[config.mk]
export PLATFORM = sky130hd
export DESIGN_NAME = interrupt_controller
export DESIGN_NICKNAME = d
export VERILOG_FILES = /design/src/rtl/interrupt_controller.sv
export SDC_FILE = /design/constraint.sdc
export NUM_CORES = 1
export LEC_CHECK = 0
export CORE_ASPECT_RATIO = 1.75
export CORE_MARGIN = 4
export CORE_UTILIZATION = 40
export DETAILED_ROUTE_END_ITERATION = 7
export PLACE_DENSITY = 0.7
export SLEW_MARGIN = 5
export SYNTH_ARGS = -nofsm -noshare
export SYNTH_HDL_FRONTEND = slang
export SYNTH_SLANG_ARGS = --single-unit
[constraint.sdc]
create_clock -name i_Clk -period 2.79 [get_ports i_Clk]
set_input_delay 0.4185 -clock i_Clk [delete_from_list [all_inputs] [get_ports i_Clk]]
set_output_delay 0.4185 -clock i_Clk [all_outputs]
set_load 0.02 [all_outputs]
[src/rtl/interrupt_controller.sv]
// Interrupt controller: IF/IE/IME registers with delayed EI, fixed-priority arbitration
// (bit 0 highest) and the request/acknowledge/vector handshake with the control unit.
module interrupt_controller #(
  parameter int unsigned N_IRQ         = 5,
  parameter logic [15:0] VECTOR_BASE   = 16'h0040,
  parameter int unsigned VECTOR_STRIDE = 8
) (
  input  logic             i_Clk,
  input  logic             i_Reset,
  input  logic             i_Enable,
  input  logic [N_IRQ-1:0] i_Irq,
  input  logic             i_Reg_Sel,
  input  logic             i_Reg_Write,
  input  logic [7:0]       i_Reg_Data,
  output logic [7:0]       o_Reg_Data,
  input  logic             i_Instr_Boundary,
  input  logic             i_Ei,
  input  logic             i_Di,
  input  logic             i_Reti,
  input  logic             i_Ack,
  output logic             o_Irq_Req,
  output logic [15:0]      o_Vector,
  output logic             o_Vector_Valid,
  output logic             o_Wake
);

  typedef enum logic [1:0] {IDLE, REQ, DISPATCH} state_t;

  state_t           state_q, state_d;
  logic [N_IRQ-1:0] flag_q, enable_q, irq_prev_q;
  logic             ime_q, ei_pend_q;
  logic [15:0]      vec_q;

  logic [N_IRQ-1:0] pending, edges, flag_wr, enable_wr, pend_ack, clr_mask, ack_clr;
  logic [15:0]      vec_d;
  logic             take_ack, found, ime_d, ei_pend_d;
  logic             reg_data_unused;

  assign reg_data_unused = ^i_Reg_Data;

  assign pending   = flag_q & enable_q;
  assign edges     = i_Irq & ~irq_prev_q;
  assign take_ack  = (state_q == REQ) && i_Ack;
  assign flag_wr   = (i_Reg_Write && !i_Reg_Sel) ? i_Reg_Data[N_IRQ-1:0] : flag_q;
  assign enable_wr = (i_Reg_Write &&  i_Reg_Sel) ? i_Reg_Data[N_IRQ-1:0] : enable_q;
  // Arbitration sees register writes landing in the ack cycle, so a write that
  // empties pending turns the dispatch into a cancelled one.
  assign pend_ack  = flag_wr & enable_wr;
  assign ack_clr   = take_ack ? clr_mask : '0;

  always_comb begin
    found    = 1'b0;
    clr_mask = '0;
    vec_d    = '0;
    for (int unsigned n = 0; n < N_IRQ; n++) begin
      if (pend_ack[n] && !found) begin
        found       = 1'b1;
        clr_mask[n] = 1'b1;
        vec_d       = VECTOR_BASE + 16'(n * VECTOR_STRIDE);
      end
    end
  end

  always_comb begin
    ime_d     = ime_q;
    ei_pend_d = ei_pend_q;
    if (ei_pend_q && i_Instr_Boundary) begin
      ime_d     = 1'b1;
      ei_pend_d = 1'b0;
    end
    if (i_Ei)     ei_pend_d = 1'b1;
    if (i_Reti)   ime_d     = 1'b1;
    if (take_ack) ime_d     = 1'b0;
    if (i_Di) begin
      ime_d     = 1'b0;
      ei_pend_d = 1'b0;
    end
  end

  always_ff @(posedge i_Clk) begin
    if (i_Reset) begin
      flag_q     <= '0;
      enable_q   <= '0;
      ime_q      <= 1'b0;
      ei_pend_q  <= 1'b0;
      irq_prev_q <= i_Irq;
      vec_q      <= '0;
    end else if (i_Enable) begin
      // Edge sets are ORed last so they survive both a write and an ack clear.
      flag_q     <= (flag_wr & ~ack_clr) | edges;
      enable_q   <= enable_wr;
      ime_q      <= ime_d;
      ei_pend_q  <= ei_pend_d;
      irq_prev_q <= i_Irq;
      if (take_ack) vec_q <= vec_d;
    end
  end

  always_ff @(posedge i_Clk) begin
    if (i_Reset)       state_q <= IDLE;
    else if (i_Enable) state_q <= state_d;
  end

  always_comb begin
    state_d = state_q;
    unique case (state_q)
      IDLE:     if (ime_q && |pending && i_Instr_Boundary) state_d = REQ;
      REQ:      if (i_Ack) state_d = DISPATCH;
                else if (!(|pending)) state_d = IDLE;
      DISPATCH: state_d = IDLE;
      default:  state_d = IDLE;
    endcase
  end

  always_comb begin
    o_Irq_Req      = (state_q == REQ);
    o_Vector_Valid = (state_q == DISPATCH);
    o_Vector       = (state_q == DISPATCH) ? vec_q : '0;
    o_Wake         = |pending;
    o_Reg_Data     = '1;
    o_Reg_Data[N_IRQ-1:0] = i_Reg_Sel ? enable_q : flag_q;
  end

endmodule

==> results of run 1 <==
[power breakdown]
part,switching (mW),internal [mW]
Sequential,0.0150,0.357
Clock,0.109,0.0998
Combinational,0.0830,0.0672
Total,0.207,0.524
[critical path, stage by stage]
cell,delay [ns]
clkdlybuf4s50_1,0.68
mux2_2,0.38
clkdlybuf4s50_1,0.53
[kinds of logic after synthesis]
kind of cell | after synthesis | share of synthesized area, %
simple gates | 69 | 27.6
compound gates | 33 | 16.8
buf+inv | 28 | 12.1
flops | 23 | 34.0
mux | 13 | 8.99
other cells | 2 | 0.500
[cells in the mapped netlist, types with 3 or more instances]
cell type | number | area [um^2]
dfxtp_1 | 18 | 360
nor2_1 | 17 | 63.8
buf_4 | 16 | 120
nand2_1 | 11 | 41.3
mux2i_1 | 9 | 90.1
a21oi_1 | 7 | 35.0
and2_1 | 6 | 37.5
nand2b_1 | 6 | 37.5
edfxtp_1 | 5 | 150
inv_1 | 5 | 18.8
nand4_1 | 5 | 31.3
mux2_2 | 4 | 45.0
o21ai_0 | 4 | 20.0
a311oi_1 | 3 | 26.3
a32oi_1 | 3 | 26.3
and3_1 | 3 | 18.8
clkbuf_1 | 3 | 11.3
nand3b_1 | 3 | 22.5
nand4b_1 | 3 | 26.3
[cell type report]
class | count | area, um^2 | area share [%]
clock buffer | 3 | 41.3 | 2.27
clock inverter | 1 | 5.00 | 0.275
inverter | 5 | 18.8 | 1.03
multi-input combinational | 130 | 860 | 47.3
sequential | 23 | 510 | 28.1
tap | 46 | 57.6 | 3.17
timing repair buffer | 33 | 325 | 17.9
[state kept, by name (all words and copies together), names as in the netlist]
| name | count |
|---|---|
| irq_prev_q | 5 |
| state_q | 2 |
| ime_q | 1 |
| vec_q | 4 |
| ei_pend_q | 1 |
| enable_q | 5 |
| flag_q | 5 |
[routing by layer]
metal  part of all wire [%]  track usage, %  routed length (um)  up-vias
li1                       -               -                   -      641
met1                     37            18.2                1350      602
met2                     55            29.0                1980       45
met3                    5.1            2.67                 183       11
met4                    2.3            5.67                  83        0
met5                      0               0                   0        -
[worst max-delay path by stage]
stage	startpoint	to	slack (ns)	cells after the start
2_1_floorplan	i_Reg_Sel	o_Reg_Data[4]	1.19	3
3_3_place_gp	i_Reg_Sel	o_Reg_Data[3]	0.38	3
3_5_place_dp	i_Reg_Sel	o_Reg_Data[3]	0.36	3
4_1_cts	i_Reg_Sel	o_Reg_Data[3]	0.36	3
5_1_grt	i_Reg_Sel	o_Reg_Data[3]	0.30	3
6_report	i_Reg_Sel	o_Reg_Data[2]	0.36	3
==> run_results.csv, run 1 <==
group,metric,value,unit
power_and_ir_drop,p_leak,0.696,nW
clock_tree,clk_pin_slew,0.08,ns
setup_path,rr_endpoint,"flag_q[2]",
sta,slew_headroom,57.8,%
route,vias,1299,
final_layout,fill_cells,367,
sta,clock.fmax,0.412,GHz
clock_tree,numCtsBuffers,3,
setup_path,end_kind,"primary output",
grt,grt_pass1_wl,5.89,mm
setup_path,rr_startpoint,"state_q[0]",
final_layout,final_common_cell,"clkdlybuf4s50_1",
sta,tightest_slew,0.631,ns
place,place_hpwl,2.86,mm
place,place_worst_setup_slack,0.365,ns
final_layout,syn2layout_area_growth,21.0,%
logic_synthesis,synth-async-reset-ratio,0,%
logic_synthesis,netlist_area,1500,um^2
logic_synthesis,synth_edf_count,5,
sta,min_period_over_period,87.0,%
floorplan,coreArea,3630,um^2
clock_tree,root_buffer,"clkbuf_8",
place,placed_cell_area,1770,um^2
place,place_congestion,0.845,
final_layout,finalNetCount,219,
final_layout,n_antenna_cell,0,
route,ant_nets,0,
sta,layout_setup_ws,0.362,ns
floorplan,die-width,54.3,um
clock_tree,cts_tree,"yes",
route,dr.pass1.iters,4,
sta,finalSetupViolCount,0,
power_and_ir_drop,peakVddDrop,0.000301,V
sta,slew_violations,0,
final_layout,drive_above_1_share,10.3,%
setup_path,r2r_slack,1.41,ns
power_and_ir_drop,power_density,402,nW/um^2
worst_hold_path,hp-class,"flip-flop to flip-flop",
setup_path,arrival,2.01,ns
floorplan,fp-row-count,29,
clock_tree,clockBufferDepth,2,
final_layout,final_cell_mix,"clkdlybuf4s50_1, dfxtp_1, nor2_1",
logic_synthesis,ys_ff_latch,23,
grt,antenna_found_initial,0,
clock_tree,cts_setup_buffers,0,
logic_synthesis,yosysSeqAreaShare,34.0,%
logic_synthesis,yosys_warnings,0,
setup_path,critPathKind,"input port to primary output",
floorplan,start_util,41.4,%
route,drc,0,
final_layout,utilization,50.1,%
worst_hold_path,hold_path_depth,2,
grt,grt_pass1_vias,1267,
sta,period_needed,2.43,ns
outcome,status,"complete, no violations",
sta,hold_viol,0,
grt,grt_overflow,0,
route,wirelength,3.60,mm
grt,grt_max_degree,18,
flow_run,maxCapViolations,0,
final_layout,final_cells,241,
setup_path,critPathRequiredTime,2.37,ns
grt,grt_usage,16.1,%
sta,holdWs,0.463,ns
sta,final.setup_skew,0.00429,ns
worst_hold_path,hold_end,"vec_q[4]",
setup_path,critPathMaxFanout,9,
logic_synthesis,ys.flop_type,"dfxtp_1",
clock_tree,postCtsResizedCells,0,
clock_tree,cts.htree.levels,1,
place,dp.cells,237,
final_layout,postLayoutCellArea,1820,um^2
clock_tree,clock_latency,0.27,ns
logic_synthesis,ys_types,50,
logic_synthesis,synth_area_per_cell,8.94,um^2
floorplan,num_io_pins,50,
floorplan,dieArea,4840,um^2
power_and_ir_drop,power,0.731,mW
route,drt-initial-drc-count,61,
sta,rsz0062_at_grt,"no",
floorplan,fp.dieH,89.1,um
clock_tree,clock-sinks,23,
route,avgRoutedWirePerCell,14.9,um
route,via_per_inst,5.39,
logic_synthesis,synthCells,168,
sta,tns,0,ns
setup_path,worst_r2r_path_depth,4,
worst_hold_path,hold_start,"vec_q[4]",
place,portBuffers,31,
setup_path,cp-start-kind,"input port",
clock_tree,ctsHoldBuffers,0,
(Power assumes the default switching activity.)
==> run 2: changes to the inputs <==
- CTS_CLUSTER_DIAMETER: unset -> 120
- clock period: 2.79 -> 2.6 ns (I/O delays scaled with it)
==> run 2 against run 1 <==
Against the previous run: non-clock buffer count rose by 1; clock power grew 10%; clock skew fell by 0.00093 ns; setup slack worse by 0.16 ns; sequential share of layout area decreased by 0.12 points; clock-buffer cell count did not move; hold slack better by 0.012 ns; cell count increased by 0.41%; final area is 0.41% higher; largest power group unchanged; combinational power increased by 8%.
==> run_results.csv, run 2 (synthesis gave the netlist of run 1 again) <==
group,metric,value,unit
final_layout,finalNetCount,220,
sta,finalSetupViolCount,0,
outcome,status,"complete, no violations",
route,vias,1342,
floorplan,fp.dieH,89.1,um
place,place_hpwl,2.91,mm
grt,grt_pass1_vias,1363,
route,dr.pass1.iters,4,
grt,antenna_found_initial,0,
floorplan,num_io_pins,50,
route,via_per_inst,5.55,
setup_path,arrival,2.01,ns
final_layout,final_common_cell,"clkdlybuf4s50_1",
floorplan,fp-row-count,29,
final_layout,n_antenna_cell,0,
route,wirelength,3.70,mm
sta,tns,0,ns
grt,grt_usage,16.8,%
clock_tree,cts_setup_buffers,0,
final_layout,fill_cells,362,
grt,grt_overflow,0,
route,ant_nets,0,
floorplan,dieArea,4840,um^2
clock_tree,root_buffer,"clkbuf_8",
sta,rsz0062_at_grt,"no",
clock_tree,clock_latency,0.27,ns
sta,holdWs,0.475,ns
route,drc,0,
power_and_ir_drop,p_leak,0.701,nW
sta,min_period_over_period,92.4,%
grt,grt_pass1_wl,6.03,mm
sta,layout_setup_ws,0.198,ns
final_layout,top_regs,"enable_q (5), flag_q (5), irq_prev_q (5)",
sta,hold_viol,0,
route,avgRoutedWirePerCell,15.3,um
setup_path,worst_r2r_path_depth,4,
flow_run,maxCapViolations,0,
floorplan,die-width,54.3,um
sta,slew_violations,0,
setup_path,critPathRequiredTime,2.21,ns
worst_hold_path,hp-class,"flip-flop to flip-flop",
power_and_ir_drop,power_density,434,nW/um^2
clock_tree,postCtsResizedCells,0,
final_layout,final_cell_mix,"clkdlybuf4s50_1, dfxtp_1, nor2_1",
clock_tree,clockBufferDepth,2,
clock_tree,cts.htree.levels,1,
floorplan,start_util,41.4,%
place,place_worst_setup_slack,0.198,ns
setup_path,critPathKind,"input port to primary output",
clock_tree,numCtsBuffers,3,
grt,grt_max_degree,18,
worst_hold_path,hold_path_depth,2,
sta,tightest_slew,0.620,ns
clock_tree,clock-sinks,23,
sta,clock.fmax,0.416,GHz
place,portBuffers,31,
sta,period_needed,2.40,ns
setup_path,critPathMaxFanout,10,
setup_path,cp-start-kind,"input port",
route,drt-initial-drc-count,40,
power_and_ir_drop,power,0.791,mW
setup_path,end_kind,"primary output",
power_and_ir_drop,peakVddDrop,0.000312,V
place,place_congestion,0.825,
floorplan,coreArea,3630,um^2
final_layout,drive_above_1_share,10.7,%
sta,final.setup_skew,0.00336,ns
final_layout,utilization,50.3,%
final_layout,syn2layout_area_growth,21.5,%
sta,slew_headroom,58.5,%
clock_tree,cts_tree,"yes",
clock_tree,ctsHoldBuffers,0,
clock_tree,clk_pin_slew,0.09,ns
==> run 2: changes by cell type in the layout (fill, tap and decap cells not counted), sizes merged <==
cell,previous run,this run
buf,2,3
==> run 2: power by group <==
part           internal (mW)  switching, mW
clock                  0.107          0.123
sequential             0.383         0.0158
combinational         0.0730         0.0893
total                  0.563          0.228
==> run 2: per-stage QoR <==
step	std cells	area, um^2
2_1_floorplan	181	1550
3_3_place_gp	238	1780
3_5_place_dp	238	1780
4_1_cts	242	1830
5_1_grt	242	1830
6_report	242	1830
==> run 2: worst max-delay path: stages <==
cell and delay, ns:
clkdlybuf4s50_1 0.70, mux2_2 0.38, clkdlybuf4s50_1 0.53
==> run 2: final cells by class <==
cell class,count,area (um^2),share of cell area [%]
Multi-Input combinational cell,130,860,47.1
Sequential cell,23,510,28.0
Timing Repair Buffer,34,333,18.2
Tap cell,46,57.6,3.15
Clock buffer,3,41.3,2.26
Inverter,5,18.8,1.03
Clock inverter,1,5.00,0.274
==> run 2: layer usage <==
layer | vias to the layer above | share of wire, % | track usage [%] | wire length [um]
met5 | - | 0 | 0 | 0
met1 | 636 | 36 | 17.9 | 1340
met2 | 59 | 56 | 31.7 | 2090
met4 | 0 | 1.8 | 7.03 | 67
li1 | 641 | - | - | -
met3 | 6 | 5.6 | 1.67 | 208
==> run 2: path summary, 6_finish.rpt <==
path | start | end | slack [ns]
max | i_Reg_Sel | o_Reg_Data[3] | 0.20
min | vec_q[4] | vec_q[4] | 0.48
max reg2reg | state_q[0] | flag_q[2] | 1.11
min reg2reg | vec_q[4] | vec_q[4] | 0.48
==> run 3: changes to the inputs <==
- CAP_MARGIN: unset -> 10
==> results of run 3 <==
Final layout, timing and power as in run 2 (identical DEF).
